<file path="src/rtl/mips_hazard_pkg.sv">
// Shared types and field positions for the ID/EX hazard controller.
package mips_hazard_pkg;

    typedef enum logic [1:0] {
        RUN   = 2'd0,
        STALL = 2'd1,
        FLUSH = 2'd2
    } state_e;

    localparam int unsigned MCTL_W       = 3;
    localparam int unsigned MCTL_MEMWRITE = 0;
    localparam int unsigned MCTL_MEMREAD = 1;
    localparam int unsigned MCTL_BRANCH  = 2;
    localparam int unsigned REG_W        = 5;
    localparam int unsigned CNT_W        = 4;
    localparam int unsigned PERF_W       = 16;
    localparam logic [REG_W-1:0] REG_ZERO = 5'd0;

endpackage

</file>
<file path="src/rtl/hazard_sat_ctr.sv">
// 16-bit saturating event counter with synchronous load and enable.
module hazard_sat_ctr
    import mips_hazard_pkg::*;
(
    input  logic              clk,
    input  logic              rst_n,
    input  logic              i_en,
    input  logic              i_load,
    input  logic [PERF_W-1:0] i_load_val,
    output logic [PERF_W-1:0] o_count
);

    logic [PERF_W-1:0] r_count;

    // Load wins over increment; increment stops at all-ones.
    always_ff @(posedge clk or negedge rst_n) begin
        if (!rst_n) begin
            r_count <= '0;
        end else if (i_load) begin
            r_count <= i_load_val;
        end else if (i_en && (r_count != {PERF_W{1'b1}})) begin
            r_count <= r_count + PERF_W'(1);
        end
    end

    assign o_count = r_count;

endmodule

</file>
<file path="src/rtl/id_ex_hazard_ctl.sv">
// Load-use stall and taken-branch flush control beside DECODE.
// Optional HAZARD_PERF_EN adds stall_cycles / flush_events counters.
module id_ex_hazard_ctl
    import mips_hazard_pkg::*;
#(
    parameter int unsigned LOAD_STALL_CYCLES = 1,
    parameter int unsigned FLUSH_CYCLES      = 1
) (
    input  logic              clk,
    input  logic              rst_n,
    input  logic [MCTL_W-1:0] idex_m_ctl,
    input  logic [REG_W-1:0]  idex_rt,
    input  logic [REG_W-1:0]  ifid_rs,
    input  logic [REG_W-1:0]  ifid_rt,
    input  logic              ifid_uses_rt,
    input  logic              branch_taken,
    output logic              pc_write,
    output logic              ifid_write,
    output logic              idex_bubble,
    output logic              flush_ifid,
    output logic              flush_idex,
    output logic              flush_exmem,
    output logic              busy
`ifdef HAZARD_PERF_EN
    ,
    output logic [PERF_W-1:0] stall_cycles,
    output logic [PERF_W-1:0] flush_events
`endif
);

    if ((LOAD_STALL_CYCLES < 1) || (LOAD_STALL_CYCLES > 15)) begin : g_bad_stall
        $error("LOAD_STALL_CYCLES must be in 1..15");
    end
    if ((FLUSH_CYCLES < 1) || (FLUSH_CYCLES > 3)) begin : g_bad_flush
        $error("FLUSH_CYCLES must be in 1..3");
    end

    localparam logic [CNT_W-1:0] STALL_RELOAD = CNT_W'(LOAD_STALL_CYCLES - 1);
    localparam logic [CNT_W-1:0] FLUSH_RELOAD = CNT_W'(FLUSH_CYCLES - 1);

    state_e           r_state;
    state_e           w_state_n;
    logic [CNT_W-1:0] r_cnt;
    logic [CNT_W-1:0] w_cnt_n;
    logic             w_hazard;
    logic             w_stall_drv;
    logic             w_flush_acc;
    logic             w_unused;

    assign w_hazard = idex_m_ctl[MCTL_MEMREAD] && (idex_rt != REG_ZERO) &&
                      ((idex_rt == ifid_rs) || (ifid_uses_rt && (idex_rt == ifid_rt)));

    assign w_unused = ^{idex_m_ctl[MCTL_BRANCH], idex_m_ctl[MCTL_MEMWRITE],
                        w_stall_drv, w_flush_acc};

    always_ff @(posedge clk or negedge rst_n) begin
        if (!rst_n) begin
            r_state <= RUN;
            r_cnt   <= '0;
        end else begin
            r_state <= w_state_n;
            r_cnt   <= w_cnt_n;
        end
    end

    // Outputs are gated by rst_n so a branch pulse during reset stays invisible.
    always_comb begin
        w_state_n   = r_state;
        w_cnt_n     = r_cnt;
        pc_write    = 1'b1;
        ifid_write  = 1'b1;
        idex_bubble = 1'b0;
        flush_ifid  = 1'b0;
        flush_idex  = 1'b0;
        flush_exmem = 1'b0;
        busy        = 1'b0;
        w_stall_drv = 1'b0;
        w_flush_acc = 1'b0;

        if (rst_n) begin
            busy = (r_state != RUN);
            if (branch_taken) begin
                w_flush_acc = 1'b1;
                if (FLUSH_CYCLES > 1) begin
                    w_state_n = FLUSH;
                    w_cnt_n   = FLUSH_RELOAD;
                end else begin
                    w_state_n = RUN;
                    w_cnt_n   = '0;
                end
            end else begin
                case (r_state)
                    RUN: begin
                        if (w_hazard) begin
                            w_stall_drv = 1'b1;
                            if (LOAD_STALL_CYCLES > 1) begin
                                w_state_n = STALL;
                                w_cnt_n   = STALL_RELOAD;
                            end
                        end
                    end
                    STALL: begin
                        w_stall_drv = 1'b1;
                        if (r_cnt == CNT_W'(1)) begin
                            w_state_n = RUN;
                            w_cnt_n   = '0;
                        end else begin
                            w_cnt_n = r_cnt - CNT_W'(1);
                        end
                    end
                    FLUSH: begin
                        w_flush_acc = 1'b0;
                        if (r_cnt == CNT_W'(1)) begin
                            w_state_n = RUN;
                            w_cnt_n   = '0;
                        end else begin
                            w_cnt_n = r_cnt - CNT_W'(1);
                        end
                    end
                    default: begin
                        w_state_n = RUN;
                        w_cnt_n   = '0;
                    end
                endcase
            end

            if (w_stall_drv) begin
                pc_write    = 1'b0;
                ifid_write  = 1'b0;
                idex_bubble = 1'b1;
            end
            if (branch_taken || (r_state == FLUSH)) begin
                flush_ifid  = 1'b1;
                flush_idex  = 1'b1;
                flush_exmem = 1'b1;
            end
        end
    end

`ifdef HAZARD_PERF_EN
    hazard_sat_ctr u_stall_ctr (
        .clk        (clk),
        .rst_n      (rst_n),
        .i_en       (w_stall_drv),
        .i_load     (1'b0),
        .i_load_val ('0),
        .o_count    (stall_cycles)
    );

    hazard_sat_ctr u_flush_ctr (
        .clk        (clk),
        .rst_n      (rst_n),
        .i_en       (w_flush_acc),
        .i_load     (1'b0),
        .i_load_val ('0),
        .o_count    (flush_events)
    );
`endif

endmodule

</file>
<file path="config.mk">
export PLATFORM = sky130hd
export DESIGN_NAME = id_ex_hazard_ctl
export DESIGN_NICKNAME = d
export VERILOG_FILES = /design/src/rtl/mips_hazard_pkg.sv /design/src/rtl/hazard_sat_ctr.sv /design/src/rtl/id_ex_hazard_ctl.sv
export SDC_FILE = /design/constraint.sdc
export NUM_CORES = 1
export LEC_CHECK = 0
export CAP_MARGIN = 20
export CORE_AREA = 2 2 39 41
export DETAILED_ROUTE_END_ITERATION = 10
export DIE_AREA = 0 0 41 43
export GPL_ROUTABILITY_DRIVEN = 1
export PLACE_DENSITY_LB_ADDON = 0.3
export SYNTH_ARGS = -nofsm -noshare
export SYNTH_HDL_FRONTEND = slang
export SYNTH_SLANG_ARGS = --single-unit
</file>
<file path="constraint.sdc">
create_clock -name clk -period 3.3 [get_ports clk]
set_input_delay 0.495 -clock clk [delete_from_list [all_inputs] [get_ports clk]]
set_output_delay 0.495 -clock clk [all_outputs]
set_load 0.01 [all_outputs]
</file>
==> results_dict.tcl, run 1 <==
set metrics [dict create \
    pre_cts_ws_ns 0.448 \
    cp_slowest_stage_delay_ns 0.58 \
    crit_required_ns 2.80 \
    layout_setup_ws_ns 0.467 \
    ctsHoldBuffers 0 \
    io_pins 29 \
    nets 70 \
    grt.total_usage_pct 6.29 \
    maxCapViolCount 0 \
    period_minus_slack_ns 2.83 \
    cp-start-kind "primary input" \
    ff_latch_area_um2 0 \
    max_freq_mhz 353 \
    end_kind "output port" \
    seq_cell_count 0 \
    io_buffers 25 \
    cp_max_fo 3 \
    worstSetupPathType "in -> out" \
    synthesis.area_um2 190 \
    fillers 152 \
    grt_pass1_vias 214 \
    pwr_density_cell_nw_per_um2 112 \
    ant_nets 0 \
    row_count 14 \
    totalWireLength_um 503 \
    crit_slowest_cell "clkdlybuf4s50_1" \
    maxSlewViolCount 0 \
    path_cells "clkdlybuf4s50_1 -> or4_4 -> o2111ai_1 -> clkdlybuf4s50_1" \
    drc 0 \
    syn_inst 25 \
    critPathArrivalTime_ns 2.34 \
    wire_per_inst_um 8.11 \
    globalplace.congestion 0.622 \
    min_path_type "in -> out" \
    dieHeight_um 43 \
    grt_pass1_wl_um 855 \
    firstDrtPassIters 3 \
    vdd_ir_drop_max_v 0.0000326 \
    clkbuf_count 0 \
    areaGrowthSynthToFinish_pct 126 \
    num_vias 244 \
    grt_max_degree 5 \
    power.total_uw 48.3 \
    n_antenna_cell 0 \
    initialDrtViolationCount 1 \
    initial_core_util_pct 13.7 \
    yosysSeqAreaShare_pct 0 \
    worst_hold_path.num_cells 3 \
    grt_antenna_before_repair 0 \
    fin_tns_setup_ns 0 \
    cts_setup_buffers 0 \
    synth_nets 47 \
    crit_top_cell "clkdlybuf4s50_1" \
    coreArea_um2 1380 \
    avgSynthCellArea_um2 7.61 \
    routed_via_density 3.94 \
    yosys_warnings 0 \
    status "complete, no violations" \
    fp.dieW_um 41 \
    drive_above_1_share_pct 2.17 \
    fin_crit_sh_pct 85.8 \
    grt_setup_unrepaired "false" \
    post_cts_resized 0 \
    yosysUniqueCellTypes 12 \
    grt_overflow_total 0 \
    synth.largest_area_cell "xnor2_1" \
    dieArea_um2 1760 \
    setup-violations-final 0 \
    synth.top_cell.area_share_pct 46.1 \
    p_leak_uw 0.000138 \
    hold_viol_final 0 \
    synth.top_cells.by_area "xnor2_1 (46%), buf_4 (16%), o2111a_1 (5.9%)" \
]
[cell usage after synthesis]
master	instances
conb_1	1
and2_1	1
buf_4	4
o2111a_1	1
nand4_1	1
nor2b_1	1
o22ai_1	1
nand3_1	1
nand2_1	2
o2111ai_1	1
or4_4	1
xnor2_1	10
[layout by cell type (no fill, tap or decap)]
| cell type | n |
|---|---|
| and2_1 | 1 |
| clkdlybuf4s50_1 | 25 |
| conb_1 | 1 |
| nand2_1 | 2 |
| nand3_1 | 1 |
| nand4_1 | 1 |
| nor2b_1 | 1 |
| o2111a_1 | 1 |
| o2111ai_1 | 1 |
| o22ai_1 | 1 |
| or4_4 | 1 |
| xnor2_1 | 10 |
[through the flow]
| stage | area (um^2) | hold WS, ns | instances | utilization, % |
|---|---|---|---|---|
| 2_1_floorplan | 190 | 1.11 | 25 | - |
| 3_3_place_gp | 430 | 2.03 | 62 | 31.1 |
| 3_5_place_dp | 430 | 2.02 | 62 | 31.1 |
| 4_1_cts | 430 | 2.03 | 62 | 31.1 |
| 5_1_grt | 430 | 2.06 | 62 | 31.1 |
| 6_report | 430 | 2.03 | 62 | 31.1 |
[power breakdown]
part	switching, uW	internal (uW)	total, uW
Sequential	0	0	0
Combinational	14.8	33.5	48.3
Clock	0	0	0
Total	14.8	33.5	48.3
[path summary, 6_finish.rpt]
| kind | from | end | slack, ns |
|---|---|---|---|
| max | idex_rt[3] | ifid_write | 0.47 |
| min | rst_n | idex_bubble | 2.03 |
[critical path: cells and delay by family]
family / cells / cell delay [ns]
buffers and inverters: 2 / 1.05
AO/OA/AOI/OAI: 1 / 0.24
AND/OR/NAND/NOR: 1 / 0.56
[cells by family (layout without fill, tap and decap cells)]
logic type      after synthesis  in the layout  share of synthesized area, %
compound gates                3              3                          13.8
xor+xnor                     10             10                          46.1
buf+inv                       4             25                          15.8
other cells                   1              1                          1.97
simple gates                  7              7                          22.4
[metal layers]
layer	global-route usage [%]	routed length (um)	up-vias
met1	9.81	202	100
met4	0	0	0
met2	9.38	211	18
li1	-	-	126
met5	0	0	-
met3	1.05	89	0
[area by class of cell]
cell class         instances  area, um^2  area share (%)
repair buffers            25         250            58.1
multi-input cells         21         160            37.2
well taps                 16        20.0            4.65
Power figures use the tool's default switching activity.
==> run 2: changes to the inputs <==
--- a/config.mk
+++ b/config.mk
@@ -10,6 +10,7 @@
 export DETAILED_ROUTE_END_ITERATION = 10
 export DIE_AREA = 0 0 41 43
 export GPL_ROUTABILITY_DRIVEN = 1
+export GPL_TIMING_DRIVEN = 1
 export PLACE_DENSITY_LB_ADDON = 0.3
 export SYNTH_ARGS = -nofsm -noshare
 export SYNTH_HDL_FRONTEND = slang
==> results of run 2 <==
No change in the layout: final DEF, timing and power equal those of run 1.
==> run 3: changes to the inputs <==
--- a/config.mk
+++ b/config.mk
@@ -11,7 +11,7 @@
 export DIE_AREA = 0 0 41 43
 export GPL_ROUTABILITY_DRIVEN = 1
 export GPL_TIMING_DRIVEN = 1
-export PLACE_DENSITY_LB_ADDON = 0.3
+export PLACE_DENSITY = 0.57
 export SYNTH_ARGS = -nofsm -noshare
 export SYNTH_HDL_FRONTEND = slang
 export SYNTH_SLANG_ARGS = --single-unit
==> run 3 against run 2 <==
Effect of this change: first-iteration DRC count down 100%; global-route usage down 0.30 points; clock-buffer cell count unchanged; cell area unchanged; fmax about the same; combinational power about the same; largest power group unchanged; highest routed layer unchanged.
==> results_dict.tcl, run 3 (synthesized netlist as in run 1, its figures left out) <==
set metrics [dict create \
    status "complete, no violations" \
    dp_cells 62 \
    route.met2.wl_um 228 \
    setup-violations-final 0 \
    coreArea_um2 1380 \
    maxSlewViolCount 0 \
    vdd_ir_drop_max_v 0.0000412 \
    wire_per_inst_um 8.37 \
    drive_above_1_share_pct 2.17 \
    grt.total_usage_pct 5.99 \
    grt_overflow_total 0 \
    final_cell_mix "clkdlybuf4s50_1 (25), xnor2_1 (10), nand2_1 (2)" \
    grt_max_degree 5 \
    row_count 14 \
    pwr_density_cell_nw_per_um2 112 \
    period_minus_slack_ns 2.83 \
    globalplace.congestion 0.591 \
    crit_required_ns 2.80 \
    dieArea_um2 1760 \
    end_kind "output port" \
    grt_pass1_vias 216 \
    clkbuf_count 0 \
    firstDrtPassIters 1 \
    cts_setup_buffers 0 \
    post_cts_resized 0 \
    hold_viol_final 0 \
    initial_core_util_pct 13.7 \
    dieHeight_um 43 \
    final_cells 62 \
    layout_commonest_cell "clkdlybuf4s50_1" \
    ant_nets 0 \
    grt_antenna_before_repair 0 \
    drc 0 \
    finish.instance_area_um2 430 \
    fin_tns_setup_ns 0 \
    max_freq_mhz 353 \
    num_vias 244 \
    initialDrtViolationCount 0 \
    critPathArrivalTime_ns 2.34 \
    ff_latch_area_um2 0 \
    p_leak_uw 0.000138 \
    totalWireLength_um 519 \
    areaGrowthSynthToFinish_pct 126 \
    fp.dieW_um 41 \
    ctsHoldBuffers 0 \
    io_buffers 25 \
    maxCapViolCount 0 \
    cp_max_fo 3 \
    fin_crit_sh_pct 85.8 \
    grt_setup_unrepaired "false" \
    met1Wirelength_um 194 \
    dpl.hpwl_um 489 \
    nets 70 \
    dpl_cell_area_um2 430 \
    wl_met3_um 96 \
    top_layer "met3" \
    io_pins 29 \
    routed_via_density 3.94 \
    grt_pass1_wl_um 786 \
    min_path_type "in -> out" \
    worstSetupPathType "in -> out" \
    n_antenna_cell 0 \
    cp-start-kind "primary input" \
    seq_cell_count 0 \
]
run 3: power by group:
| part | leakage, uW | internal [uW] | total (uW) | switching [uW] |
|---|---|---|---|---|
| logic | 0.000138 | 33.5 | 48.4 | 14.9 |
| registers | 0 | 0 | 0 | 0 |
| clock network | 0 | 0 | 0 | 0 |
| total | 0.000138 | 33.5 | 48.4 | 14.9 |
run 3: path summary, 6_finish.rpt:
| path | start | endpoint | slack, ns | depth (start not counted) |
|---|---|---|---|---|
| worst min-delay path | rst_n | idex_bubble | 2.03 | 3 |
| worst max-delay path | idex_rt[3] | pc_write | 0.47 | 4 |
run 3: critical path: stages:
cell and delay [ns]:
clkdlybuf4s50_1 0.47, or4_4 0.56, o2111ai_1 0.23, clkdlybuf4s50_1 0.58
run 3: through the flow:
stage               utilization [%]  setup WS [ns]  hold WS (ns)  power [uW]
floorplan                         -           1.29          1.11        19.5
global placement               31.1          0.476          2.02        48.8
detailed placement             31.1          0.465          2.03        48.9
CTS                            31.1          0.459          2.03        49.1
global route                   31.1          0.350          2.07        52.8
finish                         31.1          0.470          2.03        48.4
run 3: final cells by class:
cell class | count | area, um^2
multi-input combinational | 21 | 160
timing repair buffer | 25 | 250
tap | 16 | 20.0
fill | 157 | 953
run 3: metal layers:
layer	global-route usage, %	vias up
met3	0.524	0
li1	-	125
met4	0	0
met1	7.91	99
met2	10.6	20
met5	0	-
